$ cat config.mk
export PLATFORM = sky130hd
export DESIGN_NAME = rca_digit_serial_adder
export DESIGN_NICKNAME = d
export VERILOG_FILES = /design/src/rtl/rca_digit_serial_adder.sv
export SDC_FILE = /design/constraint.sdc
export NUM_CORES = 1
export LEC_CHECK = 0
export CORE_MARGIN = 10
export CORE_UTILIZATION = 30
export CTS_CLUSTER_DIAMETER = 150
export DETAILED_ROUTE_END_ITERATION = 8
export PLACE_DENSITY = 0.56
export RECOVER_POWER = 50
export SYNTH_ARGS = -nofsm -noshare
export SYNTH_HDL_FRONTEND = slang
export SYNTH_SLANG_ARGS = --single-unit
$ cat constraint.sdc
create_clock -name clk -period 2.79 [get_ports clk]
set_input_delay 0.558 -clock clk [delete_from_list [all_inputs] [get_ports clk]]
set_output_delay 0.558 -clock clk [all_outputs]
set_load 0.01 [all_outputs]
$ cat src/rtl/rca_digit_serial_adder.sv
// rca_digit_serial_adder
// Digit-serial ripple-carry adder: adds two N-bit operands W bits per clock,
// holding the inter-chunk carry in a register. Handshake:
//   input side  - operands transfer on a rising edge where in_valid & in_ready;
//                 in_ready is high only in IDLE, in_valid is ignored elsewhere.
//   output side - result transfers on a rising edge where out_valid & out_ready;
//                 out_valid and sum/cout/v are held stable until that edge.
// Optional feature: define RCA_SAT_EN to saturate sum on overflow (cout/v still
// report the raw overflow). Without it, sum is always the wrapped result.
// o_dbg_state exposes the FSM state (0=IDLE, 1=BUSY, 2=DONE).
module rca_digit_serial_adder #(
    parameter int N = 16,
    parameter int W = 4
) (
    input  logic         clk,
    input  logic         rst_n,
    input  logic         in_valid,
    output logic         in_ready,
    input  logic [N-1:0] a,
    input  logic [N-1:0] b,
    input  logic         cin,
    input  logic         signed_mode,
    output logic         out_valid,
    input  logic         out_ready,
    output logic [N-1:0] sum,
    output logic         cout,
    output logic         v,
    output logic         busy,
    output logic [1:0]   o_dbg_state
);

    localparam int NC = N / W;
    localparam int CW = (NC > 1) ? $clog2(NC) : 1;

    localparam logic [1:0] S_IDLE = 2'd0;
    localparam logic [1:0] S_BUSY = 2'd1;
    localparam logic [1:0] S_DONE = 2'd2;

    // Operand width must split into whole chunks.
    generate
        if ((N % W) != 0 || W < 1 || N < 2) begin : g_bad_params
            $error("rca_digit_serial_adder: N must be >= 2 and a multiple of W");
        end
    endgenerate

    logic [1:0]    r_state;
    logic [CW-1:0] r_cnt;
    logic          r_carry;
    logic [N-1:0]  r_a;
    logic [N-1:0]  r_b;
    logic          r_signed;
    logic [N-1:0]  r_sum;
    logic          r_cout;
    logic          r_v;

    logic [W-1:0]  w_ca;
    logic [W-1:0]  w_cb;
    logic [W-1:0]  w_cs;
    logic          w_c;
    logic          w_cmsb_in;
    logic          w_chunk_cout;
    logic          w_last;
    logic          w_v;
    logic [N-1:0]  w_sum_next;

    // Bit-level ripple through the current chunk, starting from the carry register.
    always_comb begin
        w_ca      = r_a[r_cnt*W +: W];
        w_cb      = r_b[r_cnt*W +: W];
        w_cs      = '0;
        w_cmsb_in = 1'b0;
        w_c       = r_carry;
        for (int i = 0; i < W; i++) begin
            w_cs[i] = w_ca[i] ^ w_cb[i] ^ w_c;
            if (i == W - 1) begin
                w_cmsb_in = w_c;
            end
            w_c = (w_ca[i] & w_cb[i]) | (w_c & (w_ca[i] ^ w_cb[i]));
        end
        w_chunk_cout = w_c;
    end

    // Merge the chunk into the running sum; on the final chunk form flags
    // (carry into bit N-1 is the carry into the top bit of the last chunk).
    always_comb begin
        w_last     = (r_cnt == CW'(NC - 1));
        w_v        = r_signed ? (w_cmsb_in ^ w_chunk_cout) : w_chunk_cout;
        w_sum_next = r_sum;
        w_sum_next[r_cnt*W +: W] = w_cs;
`ifdef RCA_SAT_EN
        if (w_last && w_v) begin
            if (!r_signed) begin
                w_sum_next = '1;
            end else if (r_a[N-1]) begin
                w_sum_next = {1'b1, {(N-1){1'b0}}};
            end else begin
                w_sum_next = {1'b0, {(N-1){1'b1}}};
            end
        end
`endif
    end

    // FSM and datapath registers; reset abandons any operation in flight.
    always_ff @(posedge clk or negedge rst_n) begin
        if (!rst_n) begin
            r_state  <= S_IDLE;
            r_cnt    <= '0;
            r_carry  <= 1'b0;
            r_a      <= '0;
            r_b      <= '0;
            r_signed <= 1'b0;
            r_sum    <= '0;
            r_cout   <= 1'b0;
            r_v      <= 1'b0;
        end else begin
            case (r_state)
                S_IDLE: begin
                    if (in_valid) begin
                        r_a      <= a;
                        r_b      <= b;
                        r_signed <= signed_mode;
                        r_carry  <= cin;
                        r_cnt    <= '0;
                        r_state  <= S_BUSY;
                    end
                end
                S_BUSY: begin
                    r_sum   <= w_sum_next;
                    r_carry <= w_chunk_cout;
                    r_cnt   <= r_cnt + 1'b1;
                    if (w_last) begin
                        r_cout  <= w_chunk_cout;
                        r_v     <= w_v;
                        r_state <= S_DONE;
                    end
                end
                S_DONE: begin
                    if (out_ready) begin
                        r_state <= S_IDLE;
                    end
                end
                default: begin
                    r_state <= S_IDLE;
                end
            endcase
        end
    end

    assign in_ready    = (r_state == S_IDLE);
    assign busy        = (r_state == S_BUSY);
    assign out_valid   = (r_state == S_DONE);
    assign sum         = r_sum;
    assign cout        = r_cout;
    assign v           = r_v;
    assign o_dbg_state = r_state;

endmodule

# Word-level counts from Yosys, hierarchy flattened
# Index checks and enable logic that the tools add are counted.
[word_totals]
in_bits = 38
output_inout_bits = 23
regBits = 56
[classes]
n_eq_ne = 6
mux = 10
n_bitwise = 21
shift = 4
n_reduce_logical = 6
n_addsub = 2
[ops]
columns = ["cell", "count"]
rows = [
  ["$neg 4->34", 1],
  ["$shift 4x34->16 const A", 1],
  ["$shiftx 4x34->16", 1],
  ["$shiftx 16x5->4", 2],
  ["$bwmux 16", 1],
  ["$xor 1x1->1", 9],
  ["$and 1x1->1", 8],
  ["$mux 2", 4],
  ["$pmux 2 s3", 1],
  ["$reduce_and 2->1", 3],
  ["$eq 2x2->1 const B", 2],
  ["$ne 2x1->1 const B", 2],
  ["$or 1x1->1", 4],
  ["$pmux 2 s2", 1],
  ["$reduce_and 3->1", 1],
  ["$add 2x1->2 const B", 1],
  ["$eq 2x1->1 const B", 1],
  ["$logic_not 2->1", 1],
  ["$mux 1", 2],
  ["$ne 2x2->1 const B", 1],
  ["$pmux 1 s2", 1],
  ["$reduce_bool 2->1", 1],
]

# Logic depth before layout (Yosys ltp)
# Gate-level depths: netlist (run 1).
[depth]
depth_word = 12
mapped_depth = 10

# Worst setup path after synthesis (run 1)
# OpenSTA, ideal clock, no wires.
[synth_path]
kind = "reg-to-reg"
start = "register r_cnt[0]"
end = "register r_sum[7] (netlist: sum[7])"
required_ns = 2.669
arrival_ns = 2.824
slack_ns = -0.155
path_stages_with_launch = 10
setup_time_ns = 0.121
cell_sequence = "dfrtp_1 > buf_2 > mux4_2 > fa_1 > inv_1 > fa_1 > fa_1 > inv_1 > fa_1 > a22o_1"
[synth_via]
elab_chain_cells = 11
elab_cells_between_ends = 23
[synth_rtl]
columns = ["item", "line_no", "rtl"]
rows = [
  ["start, declared", "47", "logic [CW-1:0] r_cnt;"],
  ["start signal, assigned", "130", "r_cnt <= r_cnt + 1'b1;"],
  ["$shiftx 16x5->4, on equally long branches", "68, 69", ""],
  ["$xor 1x1->1", "74, 78", ""],
  ["$and 1x1->1", "78", "w_c = (w_ca[i] & w_cb[i]) | (w_c & (w_ca[i] ^ w_cb[i]));"],
  ["$or 1x1->1", "78", ""],
  ["$and 1x1->1", "78", ""],
  ["$or 1x1->1", "78", ""],
  ["$and 1x1->1", "78", ""],
  ["$or 1x1->1", "78", ""],
  ["$xor 1x1->1", "74", "w_cs[i] = w_ca[i] ^ w_cb[i] ^ w_c;"],
  ["$shiftx 4x34->16", "89", "w_sum_next[r_cnt*W +: W] = w_cs;"],
  ["$bwmux 16 (*)", "89", ""],
  ["end signal, assigned", "128", "r_sum <= w_sum_next;"],
  ["end, declared", "52", "logic [N-1:0] r_sum;"],
]
# Every way passes the cells marked *; elsewhere a longest branch is shown, timed or not.
# A chain may end at the register's enable or synchronous reset.

# Final worst setup path (run 1)
[layout_path]
start = "register r_cnt[0]"
end = "register r_sum[15] (netlist: sum[15])"
# Same word-level chain as after synthesis.

==> results of run 1 <==
worst paths after layout:
path                            cells past startpoint  startpoint  slack (ns)       end
worst max-delay path                                8    r_cnt[0]        0.13   sum[15]
worst max register to register                      8    r_cnt[0]        0.13   sum[15]
worst min-delay path                                2      sum[5]        0.48    sum[5]
worst min register to register                      2      sum[5]        0.48    sum[5]
max in group asynchronous                           2       rst_n        0.83    r_b[4]
min in group asynchronous                           1       rst_n        0.51  r_cnt[0]
critical path: stages, from the launching register on:
cell and delay, ns:
dfrtp_2 0.44, mux4_2 0.53, fa_1 0.39, inv_1 0.08, fa_2 0.20, fa_2 0.19
inv_1 0.05, fa_2 0.47, a22o_1 0.22
registers in the layout (all words and copies together), names as in the netlist:
signal       cells
r_signed         1
cout             1
r_carry          1
r_a             16
r_cnt            2
sum             16
o_dbg_state      2
v                1
r_b             16
what timing repair did:
action,in CTS,in global routing
endpoints found under the setup margin,4,7
gates resized for setup,0,3
buffers inserted,1,1
layout make-up:
cell class / instances / area [um^2] / share of cell area (%)
sequential: 56 / 1400 / 40.5
multi-input combinational: 108 / 1090 / 31.4
timing repair buffer: 73 / 683 / 19.7
tap: 105 / 131 / 3.80
clock buffer: 5 / 68.8 / 1.99
clock inverter: 3 / 46.3 / 1.34
inverter: 11 / 41.3 / 1.19
per-layer routing:
layer  track usage [%]  share of wire, %
met1              11.9                45
met2              16.4                48
met3              3.01               6.0
met4              3.05               1.2
met5                 0                 0
placed cells by master, fill, tap and decap left out, types with 2 or more instances in the layout:
master	instances
clkdlybuf4s50_1	58
dfrtp_1	55
mux2_2	31
inv_1	11
nand2_1	10
o21ai_0	10
buf_4	10
mux4_2	8
a22o_1	8
ha_1	6
clkbuf_8	5
nand2b_1	3
mux2_1	3
nand3b_1	3
fa_2	3
nor2_1	2
or3_1	2
nor3_1	2
nor2b_1	2
o2bb2ai_1	2
clkbuf_1	2
clkbuf_2	2
through the flow:
step	hold WS, ns	utilization (%)	setup WS [ns]	power, W	cells
final	0.485	41.7	0.126	0.00424	361
after CTS	0.245	41.9	0.0421	0.00428	360
after detailed placement	0.472	40.4	0.00936	0.00372	351
after global routing	0.529	41.7	0.00438	0.00460	361
after floorplan	0.262	-	0.0287	0.00283	182
after global placement	0.465	40.4	0.0481	0.00369	351
power groups by stage:
stage,clock (W),combinational [W],sequential [W]
global route,0.000592,0.00256,0.00145
detailed placement,0,0.00229,0.00143
floorplan,0,0.00143,0.00140
finish,0.000544,0.00230,0.00140
global placement,0,0.00226,0.00143
CTS,0.000560,0.00231,0.00141
logic make-up (layout without fill, tap and decap cells):
kind of cell    count (synthesis)  in the layout
buf+inv                        18             92
simple gates                   31             31
mux                            42             42
xor+xnor                        1              1
fa+ha+maj                      10             10
flops                          56             56
compound gates                 24             24
==> flow_metrics.env, run 1 <==
export IMPL_outcome="completed"
export IMPL_drt_iter0_markers=44
export IMPL_synth_area_um2=2590
export IMPL_timing_fmax_ghz=0.375
export IMPL_synthCells=182
export IMPL_yosysTopAreaCellShare_pct=54.0
export IMPL_vias_per_cell=4.70
export IMPL_start_util_pct=31.3
export IMPL_ant_nets=0
export IMPL_num_fill_cells=787
export IMPL_max_cap_viol_count=0
export IMPL_die_height_um=113
export IMPL_dpl_cell_area_um2=3360
export IMPL_worst_pin_slew_ns=1.31
export IMPL_place_gp_congestion=0.756
export IMPL_root_buffer="clkbuf_8"
export IMPL_p_leak_nw=1.46
export IMPL_tns_ns=0
export IMPL_ys_warn_count=0
export IMPL_hold_viol=0
export IMPL_n_antenna_cell=0
export IMPL_avgSynthCellArea_um2=14.3
export IMPL_cts_sinks=56
export IMPL_drc_errors=0
export IMPL_yosysMostFrequentCell="dfrtp_1"
export IMPL_area_growth_pct=33.4
export IMPL_ys_seq_area_share_pct=54.0
export IMPL_ys_types=33
export IMPL_design_area_um2=3460
export IMPL_io_pins=61
export IMPL_synth_top_area_cell="dfrtp_1"
export IMPL_drive_above_1_share_pct=25.0
export IMPL_cellPowerDensity_nw_per_um2=1230
export IMPL_numCtsBuffers=5
export IMPL_netSwitchingPower_w=0.00158
export IMPL_rsz0062_at_grt="false"
export IMPL_endpoint_kind="flop"
export IMPL_synthArstFlopShare_pct=100
export IMPL_slew_headroom_pct=12.5
export IMPL_wl_per_cell_um=17.1
export IMPL_ir_drop_v=0.000554
export IMPL_hold_path_class="reg -> reg"
export IMPL_synthXorXnorAreaFrac_pct=0.338
export IMPL_clockBufferDepth=2
export IMPL_cts_tree="built"
export IMPL_slew_violations=0
export IMPL_synth_compound_area_share_pct=6.32
export IMPL_intPower_w=0.00266
export IMPL_clkPwrFrac_pct=12.8
export IMPL_grt_pass1_vias=1997
export IMPL_die_area_um2=12800
export IMPL_seqPwrFrac_pct=33.0
export IMPL_clk_latency_ns=0.31
export IMPL_critPathKind="reg -> reg"
export IMPL_cts_hold_buffers_added=0
export IMPL_clkTransAtPathRegs_ns=0.11
export IMPL_grt_max_degree=34
export IMPL_dieWidth_um=113
export IMPL_row_count=33
export IMPL_cp_start_kind="flop"
export IMPL_synth_simple_area_share_pct=7.67
export IMPL_vias=1696
export IMPL_nets=303
export IMPL_ctsHtreeMaxLevel=2
export IMPL_required_ns=3.00
export IMPL_dr_pass1_iters=4
export IMPL_final_setup_viol_count=0
export IMPL_synth_edff_count=0
export IMPL_design_core_area_um2=8300
export IMPL_fin_crit_ns=2.66
export IMPL_grt_pass1_wl_mm=10.3
export IMPL_grtUsageTotal_pct=9.84
export IMPL_synth_top_family_by_area="multiplexers"
export IMPL_hpwl_mm=4.85
export IMPL_synth_ff_type="dfrtp_1"
export IMPL_synthAdderAreaFrac_pct=5.98
export IMPL_pwr_share_comb_pct=54.2
export IMPL_synthMuxAreaShare_pct=21.7
export IMPL_antenna_found_initial=0
export IMPL_post_route_period_util_pct=95.5
export IMPL_synthTopCellsByArea="dfrtp_1 54%, mux2_2 13%, mux4_2 6.9%"
export IMPL_syn_nets=230
export IMPL_wl_mm=6.17
export IMPL_synthTopCellsByCount="56 x dfrtp_1, 31 x mux2_2, 11 x inv_1, 10 x nand2_1, 10 x o21ai_0"
export IMPL_numPortBuffers=60
export IMPL_ys_seq_elements=56
export IMPL_switching_share_pct=37.3
export IMPL_cp_arrival_ns=2.87
export IMPL_cp_max_fo=5
export IMPL_globalRoute_totalOverflow=0
export IMPL_finalClockSkew_ns=0.00653
(Power assumes the default switching activity.)
==> run 2: changes to the inputs <==
--- a/config.mk
+++ b/config.mk
@@ -10,7 +10,7 @@
 export CTS_CLUSTER_DIAMETER = 150
 export DETAILED_ROUTE_END_ITERATION = 8
 export PLACE_DENSITY = 0.56
-export RECOVER_POWER = 50
+export RECOVER_POWER = 100
 export SYNTH_ARGS = -nofsm -noshare
 export SYNTH_HDL_FRONTEND = slang
 export SYNTH_SLANG_ARGS = --single-unit
==> run 2 against run 1 <==
Effect of this change:
- worst setup slack barely moved
- worst hold slack got worse by 0.0044 ns
- total power fell by 1.3%
- die area did not move
- global-route usage did not move
- via count did not move
- flip-flop and latch count did not move
- design area fell by 0.11%
- clock power barely moved
- sequential share of layout area barely moved
==> flow_metrics.env, run 2 (synthesized netlist as in run 1, its figures left out) <==
export IMPL_p_leak_nw=1.51
export IMPL_grtUsageTotal_pct=9.84
export IMPL_outcome="completed"
export IMPL_hold_path_class="reg -> reg"
export IMPL_r2r_start="r_cnt[0]"
export IMPL_vias=1696
export IMPL_cts_tree="built"
export IMPL_cp_start_kind="flop"
export IMPL_cp_max_fo=5
export IMPL_worstSetupEndpoint="sum[15]"
export IMPL_dp_cells=351
export IMPL_root_buffer="clkbuf_8"
export IMPL_cellPowerDensity_nw_per_um2=1210
export IMPL_wl_per_cell_um=17.1
export IMPL_cts_hold_buffers_added=0
export IMPL_clockBufferDepth=2
export IMPL_cpPeakStageDelay_ns=0.53
export IMPL_tns_ns=0
export IMPL_design_core_area_um2=8300
export IMPL_worst_pin_slew_ns=1.31
export IMPL_place_gp_congestion=0.756
export IMPL_cp_cell_sequence="mux4_2, fa_1, inv_1, fa_2, fa_2, inv_1, fa_2, a22o_1"
export IMPL_start_util_pct=31.3
export IMPL_slew_headroom_pct=12.5
export IMPL_slew_violations=0
export IMPL_timing_fmax_ghz=0.375
export IMPL_drive_above_1_share_pct=24.6
export IMPL_ir_drop_v=0.000553
export IMPL_max_cap_viol_count=0
export IMPL_clkTransAtPathRegs_ns=0.11
export IMPL_ant_nets=0
export IMPL_endpoint_kind="flop"
export IMPL_dieWidth_um=113
export IMPL_post_place_ws_ns=0.00936
export IMPL_grt_max_degree=34
export IMPL_drt_iter0_markers=43
export IMPL_final_setup_viol_count=0
export IMPL_ctsHtreeMaxLevel=2
export IMPL_critPathKind="reg -> reg"
export IMPL_r2r_end="sum[15]"
export IMPL_grt_pass1_wl_mm=10.3
export IMPL_layout_setup_ws_ns=0.126
export IMPL_post_route_period_util_pct=95.5
export IMPL_hold_viol=0
export IMPL_vias_per_cell=4.70
export IMPL_cp_startpoint="r_cnt[0]"
export IMPL_cpMostUsedCell="fa_2"
export IMPL_crit_slowest_cell="mux4_2"
export IMPL_clk_latency_ns=0.31
export IMPL_cp_arrival_ns=2.87
export IMPL_area_growth_pct=33.2
export IMPL_die_height_um=113
export IMPL_final_cell_mix="55 x dfrtp_1, 35 x clkdlybuf4s50_1, 31 x mux2_2"
export IMPL_r2r_slack_ns=0.13
export IMPL_grt_pass1_vias=1997
export IMPL_cts_sinks=56
export IMPL_final_common_cell="dfrtp_1"
export IMPL_wl_mm=6.17
export IMPL_nets=303
export IMPL_fin_crit_ns=2.66
export IMPL_numCtsBuffers=5
export IMPL_globalRoute_totalOverflow=0
export IMPL_numPortBuffers=60
export IMPL_drc_errors=0
export IMPL_rsz0062_at_grt="false"
export IMPL_ff2ff_path_depth=8
export IMPL_io_pins=61
export IMPL_fin_cells=361
export IMPL_row_count=33
export IMPL_hpwl_mm=4.85
export IMPL_finalClockSkew_ns=0.00654
export IMPL_dr_pass1_iters=4
export IMPL_antenna_found_initial=0
export IMPL_required_ns=3.00
export IMPL_n_antenna_cell=0
export IMPL_die_area_um2=12800
## run 2: cell types whose count changed in the layout (fill, tap and decap cells not counted)
cell / change
dlygate4sd3_1: +23
buf_4: -1
clkbuf_1: +1
clkdlybuf4s50_1: -23
## run 2: final cells by class
| cell class | instances | area (um^2) |
|---|---|---|
| well taps | 105 | 131 |
| fillers | 787 | 4840 |
| clock buffers | 5 | 68.8 |
| clock inverters | 3 | 46.3 |
| inverters | 11 | 41.3 |
| flip-flops and latches | 56 | 1400 |
| repair buffers | 73 | 679 |
| multi-input cells | 108 | 1090 |
## run 2: power by group
group | switching [W] | internal, W | total [W]
sequential | 0.000209 | 0.00118 | 0.00139
clock | 0.000274 | 0.000271 | 0.000544
combinational | 0.00109 | 0.00115 | 0.00225
total | 0.00158 | 0.00261 | 0.00418
## run 2: worst max-delay path: cells and delay by family (launching register included)
kind / cells / cell delay [ns]
AO/OA/AOI/OAI: 1 / 0.22
adder cells (fa/ha/maj): 4 / 1.25
buffers and inverters: 2 / 0.13
flip-flops: 1 / 0.44
multiplexers: 1 / 0.53
## run 2: routing by layer
| metal | vias to the layer above | wire length [um] | GRT usage, % | part of all wire [%] |
|---|---|---|---|---|
| li1 | 804 | - | - | - |
| met1 | 844 | 2780 | 11.9 | 45 |
| met2 | 42 | 2930 | 16.4 | 48 |
| met3 | 6 | 370 | 3.01 | 6.0 |
| met4 | 0 | 78 | 3.05 | 1.3 |
| met5 | - | 0 | 0 | 0 |
## run 2: worst min path at each step
stage	startpoint	end	slack, ns	cells after the start
finish	sum[5]	sum[5]	0.48	2
CTS	rst_n	r_cnt[1]	0.24	1
detailed placement	sum[5]	sum[5]	0.47	2
global placement	sum[10]	sum[10]	0.47	2
floorplan	rst_n	cout	0.26	0
global route	sum[5]	sum[5]	0.53	2
## run 2: timing repair
action                                  in CTS  in global routing
buffers inserted                             1                  1
gates resized for setup                      0                  3
endpoints found under the setup margin       4                  7
## run 2: stage by stage
stage          area, um^2  total power (W)  util (%)  hold slack [ns]
2_1_floorplan        2600          0.00283         -            0.262
3_3_place_gp         3360          0.00369      40.4            0.465
3_5_place_dp         3360          0.00372      40.4            0.472
4_1_cts              3480          0.00428      41.9            0.245
5_1_grt              3460          0.00454      41.6            0.528
6_report             3460          0.00418      41.6            0.480
==> run 3: changes to the inputs <==
--- a/config.mk
+++ b/config.mk
@@ -9,6 +9,7 @@
 export CORE_UTILIZATION = 30
 export CTS_CLUSTER_DIAMETER = 150
 export DETAILED_ROUTE_END_ITERATION = 8
+export GPL_TIMING_DRIVEN = 0
 export PLACE_DENSITY = 0.56
 export RECOVER_POWER = 100
 export SYNTH_ARGS = -nofsm -noshare
==> run 3 against run 2 <==
Effect of this change:
- sequential share of layout area increased by 0.36 points
- largest cell class unchanged
- clock power fell by 17%
- die area stayed put
- first-iteration DRC count shrank 47%
- critical path type unchanged
- design area down 0.87%
- via count is 0.94% lower
- register-to-register slack got worse by 0.06 ns
- critical path depth up 1
- routed wire length decreased by 2.2%
- clock skew is 0.0043 ns lower
- sequential power about the same
- core utilization decreased by 0.36 points
==> flow_metrics.env, run 3 (synthesized netlist as in run 1, its figures left out) <==
export IMPL_hold_viol=0
export IMPL_ir_drop_v=0.000606
export IMPL_r2r_end="sum[3]"
export IMPL_place_gp_congestion=0.718
export IMPL_slew_headroom_pct=34.2
export IMPL_crit_family="adder cells"
export IMPL_ctsHtreeMaxLevel=2
export IMPL_p_leak_nw=1.49
export IMPL_multi_input_area_um2=1090
export IMPL_clockBufferDepth=2
export IMPL_drc_errors=0
export IMPL_die_height_um=113
export IMPL_numPortBuffers=60
export IMPL_die_area_um2=12800
export IMPL_slew_violations=0
export IMPL_hold_path_class="in -> async"
export IMPL_dieWidth_um=113
export IMPL_root_buffer="clkbuf_8"
export IMPL_wl_per_cell_um=16.8
export IMPL_utilization_pct=41.3
export IMPL_design_core_area_um2=8300
export IMPL_fin_crit_ns=2.73
export IMPL_num_fill_cells=793
export IMPL_seqCellArea_um2=1400
export IMPL_crit_buf_inv=3
export IMPL_ant_nets=0
export IMPL_grt_pass1_wl_mm=10.2
export IMPL_tns_ns=0
export IMPL_nets=301
export IMPL_timing_fmax_ghz=0.367
export IMPL_final_cell_mix="55 x dfrtp_1, 36 x clkdlybuf4s50_1, 31 x mux2_2"
export IMPL_vias=1680
export IMPL_ff2ff_path_depth=9
export IMPL_row_count=33
export IMPL_final_common_cell="dfrtp_1"
export IMPL_clkTransAtPathRegs_ns=0.09
export IMPL_drive_above_1_share_pct=24.8
export IMPL_antenna_found_initial=0
export IMPL_start_util_pct=31.3
export IMPL_dr_pass1_iters=4
export IMPL_grtUsageTotal_pct=9.89
export IMPL_area_growth_pct=32.1
export IMPL_post_route_period_util_pct=97.7
export IMPL_numCtsBuffers=5
export IMPL_globalRoute_totalOverflow=0
export IMPL_cp_arrival_ns=2.93
export IMPL_final_setup_viol_count=0
export IMPL_n_antenna_cell=0
export IMPL_cpPeakStageDelay_ns=0.48
export IMPL_cpMostUsedCell="fa_2"
export IMPL_max_cap_viol_count=0
export IMPL_cellPowerDensity_nw_per_um2=1200
export IMPL_r2r_start="r_cnt[1]"
export IMPL_hpwl_mm=4.60
export IMPL_grt_max_degree=39
export IMPL_drt_iter0_markers=23
export IMPL_cts_hold_buffers_added=0
export IMPL_cts_tree="built"
export IMPL_vias_per_cell=4.68
export IMPL_finalClockSkew_ns=0.00222
export IMPL_grt_pass1_vias=1938
export IMPL_outcome="completed"
export IMPL_io_pins=61
export IMPL_wl_mm=6.03
export IMPL_crit_slowest_cell="fa_2"
export IMPL_worst_pin_slew_ns=0.986
export IMPL_required_ns=2.99
export IMPL_critPathKind="reg -> reg"
export IMPL_rsz0062_at_grt="true"
export IMPL_cp_cell_sequence="buf_4, mux4_2, fa_2, inv_2, fa_2, fa_2, inv_2, fa_2, a22o_1"
export IMPL_r2r_slack_ns=0.06
export IMPL_cp_start_kind="flop"
export IMPL_endpoint_kind="flop"
export IMPL_clk_latency_ns=0.30
export IMPL_cts_sinks=56
export IMPL_cp_max_fo=10
-- run 3: worst max path at each step --
| stage | startpoint | end | cells past startpoint |
|---|---|---|---|
| 2_1_floorplan | r_cnt[0] | sum[7] | 9 |
| 3_3_place_gp | rst_n | r_cnt[0] | 1 |
| 3_5_place_dp | r_cnt[1] | sum[15] | 9 |
| 4_1_cts | r_cnt[0] | sum[3] | 9 |
| 5_1_grt | r_cnt[0] | sum[3] | 8 |
| 6_report | r_cnt[1] | sum[3] | 9 |
-- run 3: per-layer routing --
metal / track usage, % / share of wire, %
met4: 3.30 / 1.0
met2: 16.2 / 48
met3: 3.33 / 6.4
met5: 0 / 0
met1: 11.9 / 44
-- run 3: layout make-up --
cell class / count / area share, %
flip-flops and latches: 56 / 40.9
multi-input cells: 108 / 31.9
plain buffers: 6 / 1.10
clock buffers: 8 / 2.63
well taps: 105 / 3.83
inverters: 11 / 1.21
repair buffers: 65 / 18.4
-- run 3: power by group --
part	internal [W]	leakage, nW	switching [W]
registers	0.00118	0.692	0.000200
clock network	0.000203	0.0455	0.000248
logic	0.00117	0.753	0.00110
-- run 3: stage by stage --
stage	total power (W)	std cells	hold slack (ns)	area [um^2]	worst slack (ns)
after floorplan	0.00283	182	0.262	2600	0.0287
after global placement	0.00368	347	0.468	3330	-0.858
after detailed placement	0.00372	348	0.474	3350	-0.481
after CTS	0.00435	360	0.188	3490	-0.0537
after global routing	0.00450	359	0.485	3430	-0.0593
final	0.00411	359	0.381	3430	0.0632
-- run 3: repair_timing --
item,CTS,global route
pin swaps,8,6
buffers inserted,4,0
endpoints found under the setup margin,11,7
resized for setup,10,2
gates cloned,0,0
